--- config.mk ---
export PLATFORM = sky130hd
export DESIGN_NAME = obstacle_scheduler
export DESIGN_NICKNAME = d
export VERILOG_FILES = /design/src/rtl/dino_obs_pkg.sv /design/src/rtl/obs_lfsr16.sv /design/src/rtl/obstacle_scheduler.sv
export SDC_FILE = /design/constraint.sdc
export NUM_CORES = 1
export LEC_CHECK = 0
export BUFFER_PORTS_ARGS = -buffer_cell sky130_fd_sc_hd__clkbuf_2
export CORE_ASPECT_RATIO = 1.2
export CORE_MARGIN = 8
export CORE_UTILIZATION = 45
export CTS_CLUSTER_SIZE = 25
export DETAILED_ROUTE_END_ITERATION = 8
export GPL_TIMING_DRIVEN = 0
export HOLD_SLACK_MARGIN = 0.12
export PLACE_DENSITY = 0.75
export SETUP_SLACK_MARGIN = 0.4
export SLEW_MARGIN = 20
export SYNTH_ARGS = -nofsm -noshare
export SYNTH_HDL_FRONTEND = slang
export SYNTH_SLANG_ARGS = --single-unit
--- constraint.sdc ---
create_clock -name clk -period 2.05 [get_ports clk]
set_input_delay 0 -clock clk [delete_from_list [all_inputs] [get_ports clk]]
set_output_delay 0 -clock clk [all_outputs]
set_load 0.02 [all_outputs]
--- src/rtl/dino_obs_pkg.sv ---
// rtl/dino_obs_pkg.sv - shared constants, state encoding and type mapping for the obstacle scheduler
// Purpose: obstacle type codes, LFSR tap mask and default seed, scheduler FSM states,
//          and the raw-to-obstacle type mapping used at capture time.
package dino_obs_pkg;

  localparam logic [1:0] OBS_SMALL = 2'd0;
  localparam logic [1:0] OBS_LARGE = 2'd1;
  localparam logic [1:0] OBS_BIRD  = 2'd2;

  // Taps for x^16 + x^14 + x^13 + x^11 + 1 on a left-shifting register (bits 15,13,12,10).
  localparam logic [15:0] LFSR_TAPS    = 16'hB400;
  localparam logic [15:0] DEFAULT_SEED = 16'hACE1;

  typedef enum logic [1:0] {
    ST_IDLE  = 2'd0,
    ST_LOAD  = 2'd1,
    ST_WAIT  = 2'd2,
    ST_SPAWN = 2'd3
  } state_e;

  // Raw code 3 folds onto the small cactus; birds are suppressed at the lowest difficulty.
  function automatic logic [1:0] map_obs_type(input logic [1:0] raw, input logic [1:0] speed);
    logic [1:0] t;
    t = raw;
    if (raw == 2'd3) begin
      t = OBS_SMALL;
    end else if (raw == OBS_BIRD && speed == 2'd0) begin
      t = OBS_LARGE;
    end
    return t;
  endfunction

endpackage

--- src/rtl/obs_lfsr16.sv ---
// rtl/obs_lfsr16.sv - free-running 16-bit Fibonacci LFSR
// Purpose: pseudo-random source for gap length and obstacle type.
// Ports:
//   clk    - system clock
//   rst_n  - asynchronous active-low reset, loads SEED (0 replaced by 1)
//   lfsr_o - current 16-bit register state
module obs_lfsr16
  import dino_obs_pkg::*;
#(
  parameter logic [15:0] SEED = DEFAULT_SEED
) (
  input  logic        clk,
  input  logic        rst_n,
  output logic [15:0] lfsr_o
);

  // An all-zero state would lock the register up, so it is never used as a seed.
  localparam logic [15:0] RESET_VAL = (SEED == 16'h0000) ? 16'h0001 : SEED;

  logic [15:0] lfsr_q;
  logic [15:0] lfsr_d;
  logic        feedback;

  assign feedback = ^(lfsr_q & LFSR_TAPS);
  assign lfsr_d   = {lfsr_q[14:0], feedback};

  always_ff @(posedge clk or negedge rst_n) begin
    if (!rst_n) begin
      lfsr_q <= RESET_VAL;
    end else begin
      lfsr_q <= lfsr_d;
    end
  end

  assign lfsr_o = lfsr_q;

endmodule

--- src/rtl/obstacle_scheduler.sv ---
// rtl/obstacle_scheduler.sv - decides when and which obstacle appears in the dino game
// Purpose: picks a pseudo-random gap and obstacle type, loads the gap into the external
//          down counter and pulses spawn when the count reaches zero.
// Ports:
//   clk, rst_n      - system clock, asynchronous active-low reset
//   game_run_i      - level: high while the game runs, low halts scheduling
//   speed_lvl_i     - difficulty, shortens the random part of the gap
//   cnt_value_i     - current down-counter value
//   cnt_load_en_o   - load strobe to the down counter
//   cnt_data_o      - gap value to load
//   spawn_o         - one-cycle "place obstacle now" pulse
//   obs_type_o      - obstacle type, valid with spawn_o and held until the next spawn
//   spawn_count_o   - spawns in the current run, saturating at 255
module obstacle_scheduler
  import dino_obs_pkg::*;
#(
  parameter int unsigned     BITS    = 9,
  parameter logic [BITS-1:0] MIN_GAP = 9'd64,
  parameter logic [15:0]     SEED    = DEFAULT_SEED
) (
  input  logic            clk,
  input  logic            rst_n,
  input  logic            game_run_i,
  input  logic [1:0]      speed_lvl_i,
  input  logic [BITS-1:0] cnt_value_i,
  output logic            cnt_load_en_o,
  output logic [BITS-1:0] cnt_data_o,
  output logic            spawn_o,
  output logic [1:0]      obs_type_o,
  output logic [7:0]      spawn_count_o
);

  localparam int unsigned SUM_W = BITS + 1;

  logic [15:0] lfsr;
  logic        unused_lfsr_bits;

  obs_lfsr16 #(
    .SEED(SEED)
  ) u_lfsr (
    .clk   (clk),
    .rst_n (rst_n),
    .lfsr_o(lfsr)
  );

  assign unused_lfsr_bits = ^lfsr[15:10];

  // Gap arithmetic is one bit wider than the counter so overflow can be clamped.
  logic [7:0]      rnd_part;
  logic [BITS:0]   gap_sum;
  logic [BITS-1:0] gap_val;
  logic [1:0]      type_val;

  assign rnd_part = lfsr[7:0] >> speed_lvl_i;
  assign gap_sum  = {1'b0, MIN_GAP} + SUM_W'(rnd_part);
  assign gap_val  = gap_sum[BITS] ? '1 : gap_sum[BITS-1:0];
  assign type_val = map_obs_type(lfsr[9:8], speed_lvl_i);

  state_e          state_q, state_d;
  logic [BITS-1:0] cnt_data_q, cnt_data_d;
  logic [1:0]      obs_type_q, obs_type_d;
  logic [7:0]      spawn_count_q, spawn_count_d;
  logic            capture;

  always_comb begin
    state_d = state_q;
    case (state_q)
      ST_IDLE:  if (game_run_i) state_d = ST_LOAD;
      ST_LOAD:  state_d = ST_WAIT;
      // Leave on the zero cycle; the wrapped all-ones value is replaced by the reload in SPAWN.
      ST_WAIT:  if (cnt_value_i == '0) state_d = ST_SPAWN;
      ST_SPAWN: state_d = ST_WAIT;
      default:  state_d = ST_IDLE;
    endcase
    if (!game_run_i) begin
      state_d = ST_IDLE;
    end
  end

  // Gap and type are sampled from the pre-advance LFSR on the edge entering LOAD or SPAWN.
  assign capture    = (state_d == ST_LOAD) || (state_d == ST_SPAWN);
  assign cnt_data_d = capture ? gap_val : cnt_data_q;
  assign obs_type_d = capture ? type_val : obs_type_q;

  always_comb begin
    spawn_count_d = spawn_count_q;
    if (state_q == ST_IDLE && state_d == ST_LOAD) begin
      spawn_count_d = 8'd0;
    end else if (state_d == ST_SPAWN && spawn_count_q != 8'hFF) begin
      spawn_count_d = spawn_count_q + 8'd1;
    end
  end

  always_ff @(posedge clk or negedge rst_n) begin
    if (!rst_n) begin
      state_q       <= ST_IDLE;
      cnt_data_q    <= '0;
      obs_type_q    <= OBS_SMALL;
      spawn_count_q <= 8'd0;
    end else begin
      state_q       <= state_d;
      cnt_data_q    <= cnt_data_d;
      obs_type_q    <= obs_type_d;
      spawn_count_q <= spawn_count_d;
    end
  end

  assign cnt_load_en_o = (state_q == ST_LOAD) || (state_q == ST_SPAWN);
  assign spawn_o       = (state_q == ST_SPAWN);
  assign cnt_data_o    = cnt_data_q;
  assign obs_type_o    = obs_type_q;
  assign spawn_count_o = spawn_count_q;

endmodule

# After elaboration in Yosys (flattened, before gate mapping)
# Index checks and enable logic that the tools add are counted.
# word_totals
ff_bits	37
latch_bits	0
ram_bits	0
rom_bits	0
output_inout_bits	21
memories	0
# classes
add_sub_neg	2
multipliers	0
div	0
magnitude_cmp	0
eq_ne	8
n_shift	1
muxes	8
bitwise	0
reduce_logical	11
# op_table
op	n
$mux 8	2
$reduce_xor 16->1	1
$eq 2x2->1 const B	5
$add 7x8->9 const A	1
$logic_not 9->1	1
$mux 9	1
$add 8x1->8 const B	1
$mux 2	4
$ne 8x8->1 const B	1
$shr 8x2->8	1
$pmux 2 s3	1
$eq 2x1->1 const B	2
$logic_not 2->1	2
$logic_and 1x1->1	3
$logic_or 1x1->1	2
$reduce_bool 2->1	1
$reduce_or 2->1	1

# Logic depth before layout (Yosys ltp)
# Gate-level depths: netlist (run 1).
# logic_depth
depth_word	8
depth_mapped	6
mapped_depth_nobuf	5

# By module
# A second synthesis (run 1) with hierarchy kept.
# unflattened
cells_unflattened	126
area_unflattened_um2	1651.6
# by_module_without_submodules
module	n_inst	cells_per_inst	area_each_um2	seq_area_each_um2
obstacle_scheduler	1	107	1214.9	525.5
obs_lfsr16	1	19	436.7	410.4

# Least setup slack after synthesis (run 1)
# Ideal clock, no wire load.
# synth_path
kind	register to register
start	register state_q[0]
end	register cnt_data_q[1] (netlist: cnt_data_o[1])
setup_ns	0.125
t_arrival_ns	1.583
path_slack_ns	0.343
stages_incl_launch_ff	6
n_path_buf	1
path_cell_list	dfrtp_1 > nor4_2 > nand3_2 > or2b_1 > buf_4 > mux2_2
# synth_between
elab_chain_len	6
elab_cells_between_ends	11
# synth_rtl
item	line	rtl
from (decl)	obstacle_scheduler.sv:59	state_e state_q, state_d;
from (signal assigned)	obstacle_scheduler.sv:101	state_q <= state_d;
$eq 2x2->1 or $eq 2x1->1 (tied branches)	obstacle_scheduler.sv:67	case (state_q)
$reduce_or 2->1 (no source line)	-	
$pmux 2 s3 *	obstacle_scheduler.sv:67	
$mux 2 *	obstacle_scheduler.sv:75	if (!game_run_i) begin
$eq 2x1->1 or $eq 2x2->1 (tied branches)	obstacle_scheduler.sv:81	assign capture = (state_d == ST_LOAD) || (state_d == ST_SPAWN);
$logic_or 1x1->1 *	obstacle_scheduler.sv:81	
named net capture	obstacle_scheduler.sv:63	logic capture;
to (signal assigned)	obstacle_scheduler.sv:102	cnt_data_q <= cnt_data_d;
to (decl)	obstacle_scheduler.sv:60	logic [BITS-1:0] cnt_data_q, cnt_data_d;
# The timed path passes the listed nets; every way through them passes the cells marked *.
# A chain may end at the register's enable or synchronous reset.

# Worst setup path in the final report (run 1)
# layout_path
start	register state_q[0]
end	register spawn_count_q[4] (netlist: spawn_count_o[4])
# layout_between
elab_chain_len	7
elab_cells_between_ends	14
# layout_rtl
item	line	rtl
$eq 2x2->1 or $eq 2x1->1 (tied branches)	obstacle_scheduler.sv:67	
$reduce_or 2->1 (no source line)	-	
$pmux 2 s3	obstacle_scheduler.sv:67	
$mux 2	obstacle_scheduler.sv:75	
$eq 2x1->1 or $eq 2x2->1 (tied branches)	obstacle_scheduler.sv:87, obstacle_scheduler.sv:89	
$logic_and 1x1->1, on equally long branches	obstacle_scheduler.sv:87, obstacle_scheduler.sv:89	
$mux 8 or $reduce_bool 2->1 (tied branches)	-	
to (signal assigned)	obstacle_scheduler.sv:104	spawn_count_q <= spawn_count_d;
to (decl)	obstacle_scheduler.sv:62	logic [7:0] spawn_count_q, spawn_count_d;
# Parallel ways exist; a longest one is shown, timed or not.

==> results.tsv, run 1 <==
metric	value	unit
maxSlewViolCount	0	
grt.total_usage	0.137	
met1_usage	0.146	
tns	0	ns
synth_warnings	0	
vias	1289	
syn_area	1650	µm²
r2r-end	spawn_count_o[4]	
worstSetupEndpointType	flop	
endpoint	spawn_count_o[4]	
drtIter0Drc	61	
die-area	5860	µm²
rrSetupSlack	0.41	ns
slew-limit-headroom	0.408	
clock-sinks	37	
hpwlAfterDp	2510	µm
yosysMostFrequentCell	dfrtp_1	
synth_adder_area_share	0.0152	
arrival	1.85	ns
htreeDepth	2	
pwr-share-clk	0.368	
synthTopCellsByCount	29 x dfrtp_1, 11 x mux2_2, 9 x a21oi_1	
cts_tree	done	
total_power	1.44	mW
die_w	71.2	µm
r2r_cells	5	
nNetsFinal	200	
hp-class	in -> reg	
r2r-start	state_q[0]	
initial_core_util	0.460	
sw_frac_of_total	0.242	
place_congestion	0.837	
io_buffers	34	
synthXorXnorAreaFrac	0.0160	
clk_pin_slew	0.08	ns
grt_pass1_wl	6270	µm
cp_max_fo	5	
nFillCells	299	
viasPerCell	5.75	
crit_start	state_q[0]	
die_h	82.2	µm
drc	0	
dr.pass1.iters	4	
postSynthCellCount	128	
seqPwrFrac	0.524	
grt_max_degree	38	
cp-start-kind	flop	
rsz0062_at_grt	yes	
synth_compound_area_frac	0.0791	
synth_top_area_share	0.441	
area_delta_synth_final	32.3	%
finalClockSkew	0.0108	ns
cp_data_required_time	2.27	ns
cts_made_buffers	5	
tightest_slew	0.888	ns
antennaDiodeCount	0	
synth_edf_count	0	
p_comb_frac	0.108	
ys_seq_area_frac	0.569	
routed_wl	3910	µm
rows	24	
async_reset_ff_frac	1.00	
syn_avg_cell_area	12.9	µm²
gr-usage-met2	0.232	
p_per_area	660	nW/µm²
status	complete, no violations	
wl_per_cell	17.5	µm
p_sw	0.348	mW
grt_pass1_vias	1380	
layout_min_cycle_time	1.64	ns
synth_seq_cells	37	
leakagePower	0.999	nW
p_int	1.09	mW
critPathKind	reg -> reg	
setup_viol	0	
core-area	3570	µm²
synth_top_family_by_area	simple AND/OR/NAND/NOR gates	
synth_mux_area_frac	0.135	
synth_cell_types	42	
io_pins	35	
top_usage_layer	met2	
hold_start	cnt_value_i[6]	
synthSimpleGateAreaFrac	0.163	
drive_above_1_share	0.530	
synth_top_cell_by_area	dfrtp_1	
insertion_delay	0.29	ns
synth_nets	144	
synth_flop_cell	dfrtp_1	
grt-ovfl-total	0	
ir_drop	0.540	mV
maxCapViolCount	0	
ctsLongestPathBuffers	2	
use_met3	0.0556	
cts-root-buf	clkbuf_8	
finalHoldViolations	0	
max_freq	611	MHz
ant_nets	0	
synthTopCellsByArea	dfrtp_1 44%, dfstp_2 13%, mux2_2 7.5%	
antenna_found_initial	0	
finalCritPeriodShare	0.798	
fin_util	0.609	
[kinds of logic after synthesis]
logic type / count (synthesis)
compound gates: 21
simple gates: 41
mux: 17
flops: 37
buf+inv: 7
fa+ha+maj: 2
xor+xnor: 3
[worst max-delay path, cell delays in order (launching register included)]
cell and delay [ns]:
dfrtp_2 0.46, nor4_4 0.16, nand3_2 0.13, buf_6 0.15, or4_4 0.51, a21oi_2 0.15
[worst min-delay path by stage]
stage	to	cells past startpoint
4_1_cts	spawn_count_o[3]	5
2_1_floorplan	cnt_data_o[0]	0
3_3_place_gp	state_q[1]	1
5_1_grt	spawn_count_o[3]	5
3_5_place_dp	state_q[1]	1
6_report	spawn_count_o[3]	5
[flip-flops by register name, indices dropped and copies added, names as in the netlist]
signal         flops
cnt_data_o         9
spawn_count_o      8
u_lfsr.lfsr_o     16
obs_type_o         2
state_q            2
[timing repair]
action | in CTS | in global routing
setup buffers | 7 | 6
pin swaps | 3 | 2
cloned | 0 | 1
resized for setup | 6 | 22
endpoints found under the setup margin | 14 | 16
hold buffers | 2 | 0
endpoints found under the hold margin | 30 | 0
[layer usage]
| metal | routed length [µm] | vias up |
|---|---|---|
| met1 | 1600 | 632 |
| met3 | 293 | 10 |
| met4 | 73 | 0 |
| met5 | 0 | - |
| li1 | - | 586 |
| met2 | 1950 | 61 |
[power groups by stage]
stage | clock (mW) | combinational [mW] | sequential [mW]
CTS | 0.550 | 0.131 | 0.753
global route | 0.577 | 0.168 | 0.755
global placement | 0 | 0.112 | 0.763
floorplan | 0 | 0.0537 | 0.772
detailed placement | 0 | 0.116 | 0.764
finish | 0.528 | 0.155 | 0.753
[cells in the final DEF (no fill, tap or decap), drive strengths merged, types with 4 or more instances in the layout]
master / netlist / final
a21oi: 9 / 9
dfstp: 8 / 8
clkbuf: 1 / 41
mux2: 11 / 11
nor3: 4 / 4
nor2: 6 / 6
dfrtp: 29 / 29
buf: 3 / 18
nand3: 5 / 5
[final cells by class]
type / instances / area, µm² / share of cell area
inverter: 2 / 7.51 / 0.00345
clock buffer: 7 / 86.3 / 0.0397
timing repair buffer: 50 / 309 / 0.142
tap: 39 / 48.8 / 0.0224
clock inverter: 1 / 7.51 / 0.00345
multi-input combinational: 84 / 753 / 0.346
buffer: 4 / 26.3 / 0.0121
sequential: 37 / 938 / 0.431
[stage by stage]
stage	hold WS [ns]	worst slack, ns	area (µm²)	instances
floorplan	-0.296	0.402	1650	128
global placement	0.147	0.165	1870	201
detailed placement	0.172	0.111	1870	201
CTS	0.129	0.391	2060	218
global route	0.180	0.336	2180	224
finish	0.162	0.414	2180	224
(Power assumes the default switching activity.)
==> inputs of run 2 (changes only) <==
--- a/config.mk
+++ b/config.mk
@@ -13,7 +13,7 @@
 export DETAILED_ROUTE_END_ITERATION = 8
 export GPL_TIMING_DRIVEN = 0
 export HOLD_SLACK_MARGIN = 0.12
-export PLACE_DENSITY = 0.75
+export PLACE_DENSITY = 0.77
 export SETUP_SLACK_MARGIN = 0.4
 export SLEW_MARGIN = 20
 export SYNTH_ARGS = -nofsm -noshare
==> constraint.sdc (replaced) <==
create_clock -name clk -period 1.4 [get_ports clk]
set_input_delay 0 -clock clk [delete_from_list [all_inputs] [get_ports clk]]
set_output_delay 0 -clock clk [all_outputs]
set_load 0.02 [all_outputs]
==> results.tsv, run 2 (synthesis gave the netlist of run 1 again) <==
metric	value	unit	change
status	finished, violations left		was complete, no violations
violations	hold timing, setup timing		
cts_tree	done		unchanged
regArea	942	µm²	was 938 µm²
rows	24		unchanged
p_sw	0.513	mW	was 0.348 mW
largest_reg_flops	16		unchanged
cts_made_buffers	5		unchanged
hold_buffers	1		was 2
clock-sinks	37		unchanged
dr.pass1.iters	4		unchanged
multi_input_comb_area	842	µm²	was 753 µm²
drive_above_1_share	0.562		was 0.530
cp_data_required_time	1.62	ns	was 2.27 ns
p_comb_frac	0.120		was 0.108
layout.cells.most_common	clkbuf_2		unchanged
r2r_cells	6		was 5
viasPerCell	5.75		about the same
insertion_delay	0.30	ns	was 0.29 ns
antennaDiodeCount	0		unchanged
ctsLongestPathBuffers	2		unchanged
wl_per_cell	18.8	µm	was 17.5 µm
critPathKind	reg -> reg		unchanged
grt_max_degree	38		unchanged
io_buffers	34		unchanged
slew-limit-headroom	0.406		was 0.408
p_int	1.61	mW	was 1.09 mW
drtIter0Drc	103		was 61
initial_core_util	0.460		unchanged
ir_drop	0.654	mV	was 0.540 mV
finalCritPeriodShare	1.16		was 0.798
area_delta_synth_final	40.8	%	was 32.3%
vias	1287		was 1289
finalClockSkew	0.0159	ns	was 0.0108 ns
setup_viol	18		was 0
maxSlewViolCount	0		unchanged
maxCapViolCount	0		unchanged
cp_max_fo	10		was 5
hold-worst-slack	-0.181	ns	was 0.162 ns
ant_nets	0		unchanged
tns	-2.89	ns	was 0 ns
pwr-share-clk	0.361		was 0.368
rrSetupSlack	-0.22	ns	was 0.41 ns
arrival	1.85	ns	about the same
seqPwrFrac	0.519		was 0.524
grt_pass1_wl	6790	µm	was 6270 µm
max_freq	615	MHz	was 611 MHz
cts-root-buf	clkbuf_8		unchanged
finalHoldViolations	29		was 0
nNetsFinal	200		unchanged
die_h	82.2	µm	unchanged
dpl_cell_area	1940	µm²	was 1870 µm²
routed_wl	4210	µm	was 3910 µm
cp-start-kind	flop		unchanged
leakagePower	1.03	nW	was 0.999 nW
nFillCells	290		was 299
drc	0		unchanged
r2r-end	spawn_count_o[3]		was spawn_count_o[4]
layout_setup_ws	-0.225	ns	was 0.414 ns
clk_pin_slew	0.08	ns	about the same
worstSetupEndpointType	flop		unchanged
sw_frac_of_total	0.241		was 0.242
tightest_slew	0.890	ns	was 0.888 ns
hp-class	in -> async		was in -> reg
grt.total_usage	0.152		was 0.137
htreeDepth	2		unchanged
final_area	2320	µm²	was 2180 µm²
grt_pass1_vias	1386		was 1380
core-area	3570	µm²	unchanged
grt-ovfl-total	0		unchanged
antenna_found_initial	0		unchanged
final_cell_mix	30 x clkbuf_2, 24 x dfrtp_1, 10 x buf_4, 10 x mux2_4		was 33 x clkbuf_2, 27 x dfrtp_1, 13 x buf_4, 9 x mux2_2, 8 x dfstp_2
rsz0062_at_grt	yes		unchanged
hpwlAfterDp	2560	µm	was 2510 µm
place_congestion	0.867		was 0.837
die_w	71.2	µm	unchanged
die-area	5860	µm²	unchanged
layout_min_cycle_time	1.62	ns	was 1.64 ns
p_per_area	918	nW/µm²	was 660 nW/µm²
io_pins	35		unchanged
r2r-start	spawn_count_o[0]		was state_q[0]
[run 2: area by class of cell]
cell class                 count  share of cell area
sequential                    37               0.407
multi-input combinational     84               0.364
timing repair buffer          49               0.147
clock buffer                   8              0.0389
tap                           39              0.0211
buffer                         5              0.0194
inverter                       2             0.00324
[run 2: worst max-delay path by stage]
stage / start / end / slack [ns] / depth (start not counted)
final: spawn_count_o[0] / spawn_count_o[3] / -0.22 / 6
after global routing: spawn_count_o[2] / spawn_count_o[6] / -0.28 / 4
after CTS: state_q[0] / spawn_count_o[3] / -0.18 / 4
after detailed placement: state_q[0] / cnt_data_o[3] / -0.36 / 4
after global placement: state_q[0] / cnt_data_o[5] / -0.32 / 4
after floorplan: state_q[0] / cnt_data_o[1] / -0.17 / 5
[run 2: power by group through the flow]
stage	Combinational [mW]	Clock [mW]	Sequential [mW]
2_1_floorplan	0.0946	0	1.13
3_3_place_gp	0.181	0	1.12
3_5_place_dp	0.186	0	1.12
4_1_cts	0.250	0.792	1.10
5_1_grt	0.271	0.849	1.11
6_report	0.254	0.768	1.10
[run 2: metal layers]
layer,track usage,vias up,wire (µm)
met5,0,-,0
met4,0.0771,0,68
met2,0.263,43,2140
met3,0.0640,5,294
met1,0.156,652,1700
li1,-,587,-
[run 2: metrics by stage]
stage | std cells | power (mW) | setup WS [ns] | utilization
CTS | 221 | 2.14 | -0.182 | 0.626
finish | 224 | 2.13 | -0.225 | 0.648
global placement | 201 | 1.30 | -0.315 | 0.542
floorplan | 128 | 1.23 | -0.168 | -
detailed placement | 201 | 1.31 | -0.361 | 0.542
global route | 224 | 2.23 | -0.279 | 0.648
[run 2: worst max-delay path, stage by stage (launching register included)]
cell,delay [ns]
dfrtp_2,0.43
ha_4,0.18
nand3_2,0.09
nor2_1,0.06
buf_4,0.18
or4_4,0.48
a21oi_2,0.14
[run 2: what timing repair did]
item | 4_1_cts | 5_1_grt
endpoints found under the setup margin | 22 | 26
setup buffers | 10 | 3
endpoints found under the hold margin | 30 | 29
resized for setup | 22 | 10
pin swaps | 4 | 5
gates cloned | 1 | 0
==> inputs of run 3 (changes only) <==
--- a/config.mk
+++ b/config.mk
@@ -5,6 +5,7 @@
 export SDC_FILE = /design/constraint.sdc
 export NUM_CORES = 1
 export LEC_CHECK = 0
+export ABC_AREA = 1
 export BUFFER_PORTS_ARGS = -buffer_cell sky130_fd_sc_hd__clkbuf_2
 export CORE_ASPECT_RATIO = 1.2
 export CORE_MARGIN = 8
@@ -12,8 +13,9 @@
 export CTS_CLUSTER_SIZE = 25
 export DETAILED_ROUTE_END_ITERATION = 8
 export GPL_TIMING_DRIVEN = 0
-export HOLD_SLACK_MARGIN = 0.12
+export HOLD_SLACK_MARGIN = 0.05
 export PLACE_DENSITY = 0.77
+export REMOVE_ABC_BUFFERS = 1
 export SETUP_SLACK_MARGIN = 0.4
 export SLEW_MARGIN = 20
 export SYNTH_ARGS = -nofsm -noshare
==> results.tsv, run 3 <==
metric	value	unit	change
r2r-end	cnt_data_o[7]		was spawn_count_o[3]
io_buffers	34		unchanged
syn_avg_cell_area	8.30	µm²	was 12.9 µm²
p_per_area	952	nW/µm²	was 918 nW/µm²
rrSetupSlack	0.15	ns	was -0.22 ns
total_power	2.16	mW	was 2.13 mW
grt-ovfl-total	0		unchanged
arrival	1.43	ns	was 1.85 ns
cp-start-kind	flop		unchanged
status	finished, violations left		unchanged
wl_per_cell	12.3	µm	was 18.8 µm
regArea	938	µm²	was 942 µm²
p_comb_frac	0.154		was 0.120
grt_pass1_vias	1527		was 1386
grt_pass1_wl	6730	µm	was 6790 µm
p_sw	0.570	mW	was 0.513 mW
r2r_cells	7		was 6
ctsLongestPathBuffers	2		unchanged
drc	0		unchanged
rsz0062_at_grt	yes		unchanged
postSynthCellCount	209		was 128
antennaDiodeCount	0		unchanged
largest_reg_flops	16		unchanged
vias	1513		was 1287
synth_flop_cell	dfrtp_1		unchanged
die_h	84.0	µm	was 82.2 µm
rows	24		unchanged
maxCapViolCount	0		unchanged
fin_util	0.618		was 0.648
async_reset_ff_frac	1.00		unchanged
violations	hold timing		was hold timing, setup timing
layout.cells.most_common	nand2_1		was clkbuf_2
cp_data_required_time	1.58	ns	was 1.62 ns
pwr-share-clk	0.322		was 0.361
finalClockSkew	0.00498	ns	was 0.0159 ns
setup_viol	0		was 18
htreeDepth	2		unchanged
die-area	6100	µm²	was 5860 µm²
synth_edf_count	0		unchanged
antenna_found_initial	0		unchanged
hold_buffers	1		unchanged
slew-limit-headroom	0.421		was 0.406
seqPwrFrac	0.524		was 0.519
die_w	72.7	µm	was 71.2 µm
ir_drop	0.790	mV	was 0.654 mV
multi_input_comb_area	772	µm²	was 842 µm²
synth_seq_cells	37		unchanged
yosysMostFrequentCell	nand2_1		was dfrtp_1
place_congestion	0.840		was 0.867
cts_tree	done		unchanged
maxSlewViolCount	0		unchanged
hold-worst-slack	-0.178	ns	was -0.181 ns
leakagePower	1.23	nW	was 1.03 nW
clk_pin_slew	0.07	ns	was 0.08 ns
synthTopCellsByCount	77 x nand2_1, 29 x dfrtp_1, 21 x nor2_1		was 29 x dfrtp_1, 11 x mux2_2, 9 x a21oi_1
syn_area	1730	µm²	was 1650 µm²
cp_max_fo	2		was 10
final_cell_mix	75 x nand2_1, 32 x clkbuf_2, 27 x dfrtp_1, 20 x nor2_1, 18 x inv_1		was 30 x clkbuf_2, 24 x dfrtp_1, 10 x buf_4, 10 x mux2_4
ant_nets	0		unchanged
clock-sinks	37		unchanged
synth_warnings	0		unchanged
worstSetupEndpointType	flop		unchanged
p_int	1.59	mW	was 1.61 mW
viasPerCell	4.83		was 5.75
drtIter0Drc	67		was 103
finalCritPeriodShare	0.895		was 1.16
ys_seq_area_frac	0.540		was 0.569
synth_cell_types	28		was 42
nFillCells	306		was 290
tightest_slew	0.869	ns	was 0.890 ns
grt.total_usage	0.139		was 0.152
synth_top_cell_by_area	dfrtp_1		unchanged
max_freq	798	MHz	was 615 MHz
sw_frac_of_total	0.265		was 0.241
synth_top_area_share	0.418		was 0.441
core-area	3660	µm²	was 3570 µm²
initial_core_util	0.473		was 0.460
layout_min_cycle_time	1.25	ns	was 1.62 ns
finalHoldViolations	29		unchanged
grt_max_degree	38		unchanged
nNetsFinal	276		was 200
cts-root-buf	clkbuf_8		unchanged
drive_above_1_share	0.307		was 0.562
area_delta_synth_final	30.6	%	was 40.8%
hpwlAfterDp	2520	µm	was 2560 µm
insertion_delay	0.28	ns	was 0.30 ns
io_pins	35		unchanged
synthTopCellsByArea	dfrtp_1 42%, nand2_1 17%, dfstp_2 12%		was dfrtp_1 44%, dfstp_2 13%, mux2_2 7.5%
cts_made_buffers	5		unchanged
hp-class	in -> async		unchanged
critPathKind	reg -> reg		unchanged
dr.pass1.iters	4		unchanged
routed_wl	3850	µm	was 4210 µm
r2r-start	u_lfsr.lfsr_o[6]		was spawn_count_o[0]
## run 3: stage by stage
| step | hold slack [ns] | worst slack, ns | setup TNS, ns | instance area (µm²) | std cells |
|---|---|---|---|---|---|
| after CTS | -0.153 | 0.114 | 0 | 2230 | 311 |
| after global routing | -0.108 | 0.0363 | 0 | 2260 | 313 |
| after global placement | 0.155 | -0.0433 | -0.232 | 1940 | 291 |
| after detailed placement | 0.160 | -0.0732 | -0.524 | 1940 | 291 |
| after floorplan | -0.296 | 0.000579 | 0 | 1700 | 205 |
| final | -0.178 | 0.147 | 0 | 2260 | 313 |
## run 3: worst max path at each step
stage	startpoint	end	slack, ns
2_1_floorplan	spawn_count_o[0]	spawn_count_o[3]	0.0006
3_3_place_gp	spawn_count_o[0]	spawn_count_o[3]	-0.04
3_5_place_dp	spawn_count_o[0]	spawn_count_o[6]	-0.07
4_1_cts	u_lfsr.lfsr_o[6]	cnt_data_o[7]	0.11
5_1_grt	spawn_count_o[5]	spawn_count_o[7]	0.04
6_report	u_lfsr.lfsr_o[6]	cnt_data_o[7]	0.15
## run 3: layout make-up
cell class	instances	share of cell area
clock buffers	8	0.0354
inverters	22	0.0376
flip-flops and latches	37	0.414
repair buffers	47	0.143
well taps	52	0.0287
multi-input cells	147	0.341
## run 3: power by group through the flow
| stage | clock (mW) | combinational (mW) | sequential, mW |
|---|---|---|---|
| floorplan | 0 | 0.108 | 1.19 |
| global placement | 0 | 0.257 | 1.15 |
| detailed placement | 0 | 0.263 | 1.15 |
| CTS | 0.720 | 0.334 | 1.13 |
| global route | 0.764 | 0.367 | 1.13 |
| finish | 0.694 | 0.331 | 1.13 |
## run 3: timing repair
action,in CTS,in global routing
pin swaps,4,8
gates cloned,1,0
setup buffers,10,2
setup endpoints to repair,20,24
endpoints found under the hold margin,30,29
gates resized for setup,17,9
## run 3: per-layer routing
metal  global-route usage  wire [µm]
met3               0.0517        182
met5                    0          0
met4               0.0493         44
met2                0.243       2050
met1                0.147       1570
## run 3: cells by family after synthesis
family,Yosys count,share of synthesized area
simple gates,123,0.307
flops,37,0.540
buf+inv,26,0.0657
compound gates,17,0.0534
xor+xnor,4,0.0202
fa+ha+maj,2,0.0144
## run 3: worst max-delay path, stage by stage, from the launching register on
cell and delay, ns:
dfstp_2 0.54, inv_2 0.04, nand2_2 0.06, o21ai_2 0.06
nor2_2 0.11, ha_1 0.24, nand2_1 0.06, nand2_1 0.04
